`src/rtl/div_counter.sv`:
```
// Programmable terminal-count divider: one-shot or periodic runs with tick and done outputs.
// Optional registered divided output count_toggle when DIV_COUNTER_TOGGLE_EN is defined.
module div_counter #(
  parameter int WIDTH = 32
) (
  input  logic             count_in,
  input  logic             count_reset_n,
  input  logic             count_enable,
  input  logic             count_start,
  input  logic             count_stop,
  input  logic             count_mode,
  input  logic [WIDTH-1:0] count_target,
  output logic [WIDTH-1:0] count_value,
  output logic             count_busy,
  output logic             count_completed,
  output logic             count_tick
`ifdef DIV_COUNTER_TOGGLE_EN
  ,
  output logic             count_toggle
`endif
);

  typedef enum logic [1:0] {
    ST_IDLE = 2'd0,
    ST_RUN  = 2'd1,
    ST_DONE = 2'd2
  } state_t;

  localparam logic [WIDTH-1:0] CNT_ZERO = {WIDTH{1'b0}};
  localparam logic [WIDTH-1:0] CNT_ONE  = {{(WIDTH-1){1'b0}}, 1'b1};

  state_t           state_r, state_s;
  logic [WIDTH-1:0] target_r, target_s;
  logic             mode_r, mode_s;
  logic [WIDTH-1:0] value_r, value_s;
  logic             busy_r, busy_s;
  logic             completed_r, completed_s;
  logic             tick_r, tick_s;
  logic             term_s;
`ifdef DIV_COUNTER_TOGGLE_EN
  logic             toggle_r, toggle_s;
`endif

  // Last count of the period; unsigned wrap keeps target 2^WIDTH-1 in range.
  assign term_s = (value_r == (target_r - CNT_ONE));

  // Next-state and next-output computation; start has priority over stop.
  always_comb begin
    state_s     = state_r;
    target_s    = target_r;
    mode_s      = mode_r;
    value_s     = value_r;
    completed_s = completed_r;
    tick_s      = 1'b0;
`ifdef DIV_COUNTER_TOGGLE_EN
    toggle_s    = toggle_r;
`endif
    if (count_start) begin
      value_s     = CNT_ZERO;
      completed_s = 1'b0;
`ifdef DIV_COUNTER_TOGGLE_EN
      toggle_s    = 1'b0;
`endif
      if (count_target != CNT_ZERO) begin
        target_s = count_target;
        mode_s   = count_mode;
        state_s  = ST_RUN;
      end else begin
        state_s  = ST_IDLE;
      end
    end else if (count_stop) begin
      state_s     = ST_IDLE;
      value_s     = CNT_ZERO;
      completed_s = 1'b0;
`ifdef DIV_COUNTER_TOGGLE_EN
      toggle_s    = 1'b0;
`endif
    end else begin
      case (state_r)
        ST_IDLE: begin
          state_s = ST_IDLE;
        end
        ST_RUN: begin
          if (count_enable) begin
            if (term_s) begin
              value_s = CNT_ZERO;
              tick_s  = 1'b1;
`ifdef DIV_COUNTER_TOGGLE_EN
              toggle_s = ~toggle_r;
`endif
              if (mode_r) begin
                state_s = ST_RUN;
              end else begin
                state_s     = ST_DONE;
                completed_s = 1'b1;
              end
            end else begin
              value_s = value_r + CNT_ONE;
            end
          end else begin
            state_s = ST_RUN;
          end
        end
        ST_DONE: begin
          value_s = CNT_ZERO;
        end
        default: begin
          state_s     = ST_IDLE;
          value_s     = CNT_ZERO;
          completed_s = 1'b0;
        end
      endcase
    end
    busy_s = (state_s == ST_RUN);
  end

  // State and output registers.
  always_ff @(posedge count_in or negedge count_reset_n) begin
    if (!count_reset_n) begin
      state_r     <= ST_IDLE;
      target_r    <= CNT_ZERO;
      mode_r      <= 1'b0;
      value_r     <= CNT_ZERO;
      busy_r      <= 1'b0;
      completed_r <= 1'b0;
      tick_r      <= 1'b0;
    end else begin
      state_r     <= state_s;
      target_r    <= target_s;
      mode_r      <= mode_s;
      value_r     <= value_s;
      busy_r      <= busy_s;
      completed_r <= completed_s;
      tick_r      <= tick_s;
    end
  end

`ifdef DIV_COUNTER_TOGGLE_EN
  // Divided output register.
  always_ff @(posedge count_in or negedge count_reset_n) begin
    if (!count_reset_n) begin
      toggle_r <= 1'b0;
    end else begin
      toggle_r <= toggle_s;
    end
  end

  assign count_toggle = toggle_r;
`endif

  assign count_value     = value_r;
  assign count_busy      = busy_r;
  assign count_completed = completed_r;
  assign count_tick      = tick_r;

endmodule
```
`config.mk`:
```
export PLATFORM = sky130hd
export DESIGN_NAME = div_counter
export DESIGN_NICKNAME = d
export VERILOG_FILES = /design/src/rtl/div_counter.sv
export SDC_FILE = /design/constraint.sdc
export NUM_CORES = 1
export LEC_CHECK = 0
export ABC_CLOCK_PERIOD_IN_PS = 9900
export CAP_MARGIN = 20
export CORE_AREA = 3 3 102 104
export CTS_BUF_LIST = sky130_fd_sc_hd__clkbuf_16
export DETAILED_ROUTE_END_ITERATION = 6
export DIE_AREA = 0 0 105 107
export HOLD_SLACK_MARGIN = 0.06
export PLACE_DENSITY = 0.69
export SYNTH_ARGS = -nofsm -noshare
export SYNTH_HDL_FRONTEND = slang
export SYNTH_SLANG_ARGS = --single-unit
```
`constraint.sdc`:
```
create_clock -name count_in -period 9.9 [get_ports count_in]
set_clock_uncertainty 0.15 [all_clocks]
set_input_delay 1.98 -clock count_in [delete_from_list [all_inputs] [get_ports count_in]]
set_output_delay 1.98 -clock count_in [all_outputs]
set_load 0.02 [all_outputs]
```
After elaboration in Yosys (flattened, before gate mapping)
Cells that the tools add are included.

Flip-flop bits (word level): 70. Bits in latches: 0. Memory bits (writable): 0. ROM bits: 0. Input bits: 38. Memories: 0.

Add/subtract/negate cells: 2. $mul: 0. Div/mod/pow operators: 0. $lt $le $gt $ge: 0. Equal/unequal tests: 9. Shifts and indexed selects: 0. Multiplexer cells: 23. Bitwise logic cells: 0. Reductions and logical operators: 6.

Operator list (count): $mux W32 (4); $pmux W32 S2 (1); $add A32 B1 Y32 const B (1); $eq A32 B32 Y1 (1); $reduce_bool A32 Y1 (1); $sub A32 B1 Y32 const B (1); $ne A4 B4 Y1 const B (3); $mux W1 (11); $mux W2 (5); $eq A2 B1 Y1 const B (2); $pmux W2 S2 (1); $reduce_and A2 Y1 (2); $reduce_and A4 Y1 (1); $ne A3 B1 Y1 const B (1); $ne A3 B3 Y1 const B (1); $eq A2 B2 Y1 const B (1); $logic_not A2 Y1 (1); $pmux W1 S2 (1); $reduce_or A2 Y1 (1).

Longest topological paths before layout
Gate-level depths: netlist (run 1).

Depth after elaboration: 8. Mapped depth: 13.

Worst setup path before layout (run 1)
OpenSTA, ideal clock, no wires.

Path type: in2reg. From: input port count_enable. To: register value_r[28], in the netlist count_value[28]. Arrival time: 3.594 ns. Required time: 9.631 ns. Setup slack: 6.038 ns. Cell stages on the path: 9. Cell sequence: nor2b_1 -> o21ai_1 -> nand4_1 -> nor3_1 -> nand2_1 -> nor2_1 -> nand2_1 -> xnor2_1 -> nor2_1.

Word-level cells in the longest chain between the ends: 2.

RTL lines: from (decl) (RTL line 8) `input logic count_enable,`; $ne A4 B4 Y1 (no source line); $reduce_and A2 Y1 (no source line); to (signal assigned) (RTL line 131) `value_r <= value_s;`; to (decl) (RTL line 35) `logic [WIDTH-1:0] value_r, value_s;`.

No other way between the ends. A chain may end at the register's enable or synchronous reset.

Final worst setup path (run 1)
Same ends and word-level chain as after synthesis.

==> results.cfg, run 1 <==
[critical_path]
worst_ep_required_time_ns = 9.96
path_buf_inv = 1
max_stage_delay_ns = 0.60
crit_type = input pin to register
crit_family = simple AND/OR/NAND/NOR gates
path_max_fanout = 9
end_kind = register
path_cells = clkdlybuf4s50_1, nor2b_1, o21ai_1, nand4_1, nor3_1, nand2_1, nor2_1, nand2_1, xnor2_1, nor2_1
start_kind = input pin
critPathArrivalTime_ns = 4.73
critical_path.slowest_cell = nor3_1

[sta]
worstMarginPinSlew_ns = 0.888
slew_headroom = 0.403
hold_viol = 0
postLayoutSetupSlackWorst_ns = 5.23
fmax_ghz = 0.214
setup_tns_ns = 0
hold_slack_ns = 0.353
drv_slew = 0
rsz0062_at_grt = false
period_needed_ns = 4.67
finalCritPeriodShare = 0.472
finalSetupViolations = 0

[placement]
dp.cells = 639
gp_congestion = 0.889
pre_cts_ws_ns = 4.86
port_buffers = 72
dpl.hpwl_um = 8110
place_area_mm2 = 0.00514

[layout]
nFillCells = 895
final_common_cell = clkdlybuf4s50_1
layout_common_cells = clkdlybuf4s50_1, dfrtp_1, nor2_1, xnor2_1, mux2_2
finalInstanceArea_mm2 = 0.00546
drive_gt1_frac = 0.121
fin_nets = 561
instances_no_fill = 655
multi_input_area_mm2 = 0.00244
diodes = 0
area_growth_pct = 26.9
final_core_util = 0.567
seqCellArea_mm2 = 0.00175

[grt]
grtUsageTotal = 0.197
antenna_found_initial = 0
grt_overflow = 0
grt_max_degree = 71
grt_pass1_wl_um = 17700
grt_pass1_vias = 3566

[floorplan]
rows = 36
dieWidth_um = 105
io_pins = 73
dieArea_mm2 = 0.0112
core-area_mm2 = 0.00964
die_y_um = 107
start_util = 0.447

[cts]
cts.sinks = 70
holdBufCountCts = 0
cts_made_buffers = 9
cts_tree = built
cts_max_path_buffers = 2
insertion_delay_ns = 0.34
clk_pin_slew_ns = 0.06
ctsResizeCount = 0
htreeDepth = 3
cts_setup_buffers = 0
clock-root-buffer = clkbuf_16

[route]
drt_iter0_drc = 286
num_vias = 3639
ant_nets = 0
totalWireLength_um = 10700
wl_per_cell_um = 16.3
drt-vias-per-instance = 5.56
post-route-drc-count = 0
drtPass1Iterations = 4

[min_path]
hold_class = register to register

[logic_synthesis]
syn_area_per_cell_um2 = 9.65
syn_area_mm2 = 0.00430
yosys.cell_types.count = 51
ys_async_sr_fraction = 1.00
synth_ff_type = dfrtp_1
synth_seq_cells = 70
synth_edf_count = 0
yosysSeqAreaShare = 0.407
netlist_instances = 446
synth_warnings = 0
synth_nets = 490

[power]
p_leak_nw = 2.08
pwr_density_cell_mw_per_mm2 = 142
finalPower_uw = 774
vdd_drop_max_mv = 0.0794

[outcome]
outcome = complete, no violations

[flow_run]
cap_violations = 0
==> area by class of cell <==
type | count | area share
Clock inverter | 7 | 0.0179
Clock buffer | 9 | 0.0412
Sequential cell | 70 | 0.321
Tap cell | 133 | 0.0305
Multi-Input combinational cell | 349 | 0.447
Timing Repair Buffer | 75 | 0.135
Inverter | 12 | 0.00824
==> cells in the mapped netlist, types with 3 or more instances <==
| cell | count | share of area |
|---|---|---|
| o31a_1 | 3 | 0.0061 |
| a31oi_1 | 4 | 0.0058 |
| xnor2_1 | 39 | 0.079 |
| or3_1 | 4 | 0.0058 |
| nor4_1 | 25 | 0.036 |
| inv_1 | 12 | 0.010 |
| xor2_1 | 31 | 0.063 |
| dfrtp_1 | 70 | 0.41 |
| nand2_1 | 23 | 0.020 |
| or2_2 | 3 | 0.0044 |
| nor3_1 | 14 | 0.016 |
| nand3_1 | 24 | 0.028 |
| mux2_2 | 33 | 0.086 |
| ha_1 | 6 | 0.017 |
| nand4_1 | 13 | 0.019 |
| nor2_1 | 48 | 0.042 |
| nor2b_1 | 4 | 0.0058 |
| o21ai_0 | 11 | 0.013 |
| o31ai_1 | 3 | 0.0052 |
| and3_1 | 10 | 0.015 |
| and4_1 | 5 | 0.010 |
| clkbuf_1 | 9 | 0.0078 |
| a21oi_1 | 6 | 0.0070 |
| o22ai_1 | 6 | 0.0087 |
| o211a_1 | 5 | 0.012 |
==> logic make-up after synthesis <==
group / count (synthesis) / synth area share
flip-flops: 70 / 0.407
adder cells (fa/ha/maj): 7 / 0.0198
AO/OA/AOI/OAI: 52 / 0.0863
buffers and inverters: 27 / 0.0285
multiplexers: 35 / 0.0910
AND/OR/NAND/NOR: 185 / 0.225
XOR/XNOR: 70 / 0.142
==> worst reg2reg max path, stage by stage, from the launching register on <==
cell and delay (ns):
dfrtp_1 0.43, nor3_1 0.72, nand4_1 0.73, a2111oi_2 0.54, o22ai_1 0.11, nor4_1 0.32, o2111ai_1 0.31, a31oi_2 0.26
buf_4 0.32, nor2_1 0.12
==> sequential cells by signal (all words and copies together), names as in the netlist <==
| name | cells |
|---|---|
| mode_r | 1 |
| target_r | 32 |
| count_tick | 1 |
| state_r | 2 |
| count_busy | 1 |
| count_completed | 1 |
| count_value | 32 |
==> where the power goes <==
part	switching, mW	internal [mW]
Clock	0.126	0.221
Sequential	0.0240	0.301
Combinational	0.0494	0.0526
==> final timing paths <==
| check | start | endpoint | slack [ns] | cells past startpoint |
|---|---|---|---|---|
| max | count_enable | count_value[28]$_DFFE_PN0P_ | 5.23 | 10 |
| min | mode_r$_DFFE_PN0P_ | mode_r$_DFFE_PN0P_ | 0.35 | 1 |
| max reg2reg | target_r[3]$_DFFE_PN0P_ | count_value[31]$_DFFE_PN0P_ | 5.75 | 9 |
| min reg2reg | mode_r$_DFFE_PN0P_ | mode_r$_DFFE_PN0P_ | 0.35 | 1 |
| max in group asynchronous | count_reset_n | count_tick$_DFF_PN0_ | 7.34 | 2 |
| min in group asynchronous | count_reset_n | count_value[11]$_DFFE_PN0P_ | 1.70 | 2 |
==> layer usage <==
layer	track usage	vias to the layer above	part of all wire
met5	0	-	0
met4	0.0665	0	0.017
met3	0.0367	13	0.042
met2	0.310	81	0.47
met1	0.274	1783	0.47
li1	-	1762	-
Power figures use the tool's default switching activity.
==> inputs of run 2 (changes only) <==
--- a/config.mk
+++ b/config.mk
@@ -5,14 +5,14 @@
 export SDC_FILE = /design/constraint.sdc
 export NUM_CORES = 1
 export LEC_CHECK = 0
-export ABC_CLOCK_PERIOD_IN_PS = 9900
+export ABC_CLOCK_PERIOD_IN_PS = 4110
 export CAP_MARGIN = 20
 export CORE_AREA = 3 3 102 104
 export CTS_BUF_LIST = sky130_fd_sc_hd__clkbuf_16
 export DETAILED_ROUTE_END_ITERATION = 6
 export DIE_AREA = 0 0 105 107
 export HOLD_SLACK_MARGIN = 0.06
-export PLACE_DENSITY = 0.69
+export PLACE_DENSITY = 0.71
 export SYNTH_ARGS = -nofsm -noshare
 export SYNTH_HDL_FRONTEND = slang
 export SYNTH_SLANG_ARGS = --single-unit
==> constraint.sdc (replaced) <==
create_clock -name count_in -period 4.11 [get_ports count_in]
set_clock_uncertainty 0.15 [all_clocks]
set_input_delay 0.822 -clock count_in [delete_from_list [all_inputs] [get_ports count_in]]
set_output_delay 0.822 -clock count_in [all_outputs]
set_load 0.02 [all_outputs]
==> run 2 against run 1 <==
First-iteration DRC count down 20%. Final area rose by 1.1%. Wire length increased by 4.8%. Worst hold slack improved by 0.0059 ns. Count of clock-buffer cells in the layout unchanged. Worst setup slack worse by 4.8 ns. Sequential power rose by 140%. Die area unchanged. Global-route usage increased by 1.4 points. Non-clock buffer count rose by 7. Sequential share of layout area shrank 0.33 points. Critical endpoint is now count_value[18]$_DFFE_PN0P_.
==> results.cfg, run 2 (same netlist as run 1, synthesis figures left out) <==
[sta]
setup_tns_ns = 0
drv_slew = 0
fmax_ghz = 0.271
finalCritPeriodShare = 0.898
slew_headroom = 0.407
rsz0062_at_grt = false
hold_viol = 0
period_needed_ns = 3.69
hold_slack_ns = 0.359
worstMarginPinSlew_ns = 0.889
finalSetupViolations = 0

[critical_path]
path_depth = 12
critPathArrivalTime_ns = 3.75
path_max_fanout = 29
path_common_cell = nor4_1
path_buf_inv = 3
crit_end = count_value[18]$_DFFE_PN0P_
reg2reg_depth = 12
crit_type = register to register
ff2ff_setup_slack_ns = 0.42
end_kind = register
crit_start = target_r[0]$_DFFE_PN0P_
max_stage_delay_ns = 0.46
regToRegEndpoint = count_value[18]$_DFFE_PN0P_
critical_path.slowest_cell = nor4b_1
start_kind = register
worst_ep_required_time_ns = 4.17
crit_family = simple AND/OR/NAND/NOR gates
rr_startpoint = target_r[0]$_DFFE_PN0P_
path_cells = inv_1, ha_1, nor4b_1, nand4_1, buf_4, nor4_1, o22ai_1, nor4_1, o2111ai_1, a31oi_2, buf_12, nor2_1

[placement]
gp_congestion = 0.846
dp.cells = 646
port_buffers = 72
dpl.hpwl_um = 8580

[power]
pwr_density_cell_mw_per_mm2 = 336
p_leak_nw = 2.13
finalPower_mw = 1.85
vdd_drop_max_mv = 0.226

[route]
ant_nets = 0
drt_iter0_drc = 230
wl_per_cell_um = 16.9
drtPass1Iterations = 5
drt-vias-per-instance = 5.60
totalWireLength_um = 11200
num_vias = 3709
post-route-drc-count = 0

[outcome]
outcome = complete, no violations

[cts]
clock-root-buffer = clkbuf_16
cts_max_path_buffers = 2
cts_setup_buffers = 0
cts.sinks = 70
ctsResizeCount = 0
clk_pin_slew_ns = 0.05
cts_tree = built
holdBufCountCts = 0
insertion_delay_ns = 0.33
cts_made_buffers = 9
htreeDepth = 3

[grt]
grt_pass1_wl_um = 19000
grt_max_degree = 40
grt_overflow = 0
grtUsageTotal = 0.211
antenna_found_initial = 0
grt_pass1_vias = 3785

[floorplan]
io_pins = 73
dieArea_mm2 = 0.0112
rows = 36
dieWidth_um = 105
die_y_um = 107
core-area_mm2 = 0.00964
start_util = 0.447

[layout]
drive_gt1_frac = 0.130
fin_nets = 568
final_common_cell = clkdlybuf4s50_1
instances_no_fill = 662
diodes = 0
nFillCells = 852
area_growth_pct = 28.3
layout_common_cells = clkdlybuf4s50_1, dfrtp_1, nor2_1, xnor2_1, mux2_2

[flow_run]
cap_violations = 0

[min_path]
hold_class = register to register
run 2: worst reg2reg max path, cell delays in order (launching register included):
cell and delay [ns]:
dfrtp_1 0.44, inv_1 0.10, ha_1 0.28, nor4b_1 0.46, nand4_1 0.15, buf_4 0.23, nor4_1 0.42, o22ai_1 0.15
nor4_1 0.25, o2111ai_1 0.31, a31oi_2 0.33, buf_12 0.22, nor2_1 0.08
run 2: through the flow:
| stage | setup slack (ns) | utilization | cell area [µm²] |
|---|---|---|---|
| 2_1_floorplan | 0.972 | - | 4300 |
| 3_3_place_gp | 0.594 | 0.540 | 5210 |
| 3_5_place_dp | 0.457 | 0.540 | 5210 |
| 4_1_cts | 0.431 | 0.573 | 5520 |
| 5_1_grt | 0.0608 | 0.573 | 5520 |
| 6_report | 0.418 | 0.573 | 5520 |
run 2: metal layers:
layer	track usage	wire [µm]
met2	0.346	5410
met3	0.0337	495
met4	0.0572	99
met5	0	0
met1	0.290	5180
run 2: layout make-up:
class                           count  area (µm²)  area share
Clock inverter                      7        90.1      0.0163
Tap cell                          133         166      0.0301
Inverter                           12        45.0     0.00816
Timing Repair Buffer               82         803       0.145
Multi-Input combinational cell    349        2440       0.442
Sequential cell                    70        1750       0.317
Clock buffer                        9         225      0.0408
run 2: worst min-delay path by stage:
stage	from	cells past startpoint	slack, ns	end
floorplan	mode_r$_DFFE_PN0P_	1	0.33	mode_r$_DFFE_PN0P_
global placement	mode_r$_DFFE_PN0P_	1	0.34	mode_r$_DFFE_PN0P_
detailed placement	mode_r$_DFFE_PN0P_	1	0.35	mode_r$_DFFE_PN0P_
CTS	mode_r$_DFFE_PN0P_	1	0.36	mode_r$_DFFE_PN0P_
global route	mode_r$_DFFE_PN0P_	1	0.38	mode_r$_DFFE_PN0P_
finish	mode_r$_DFFE_PN0P_	1	0.36	mode_r$_DFFE_PN0P_
run 2: power by group:
| group | internal [mW] | total [mW] | switching, mW | leakage [nW] |
|---|---|---|---|---|
| clock network | 0.527 | 0.815 | 0.287 | 0.157 |
| logic | 0.132 | 0.254 | 0.122 | 1.07 |
| registers | 0.724 | 0.786 | 0.0617 | 0.898 |
| total | 1.38 | 1.85 | 0.471 | 2.13 |
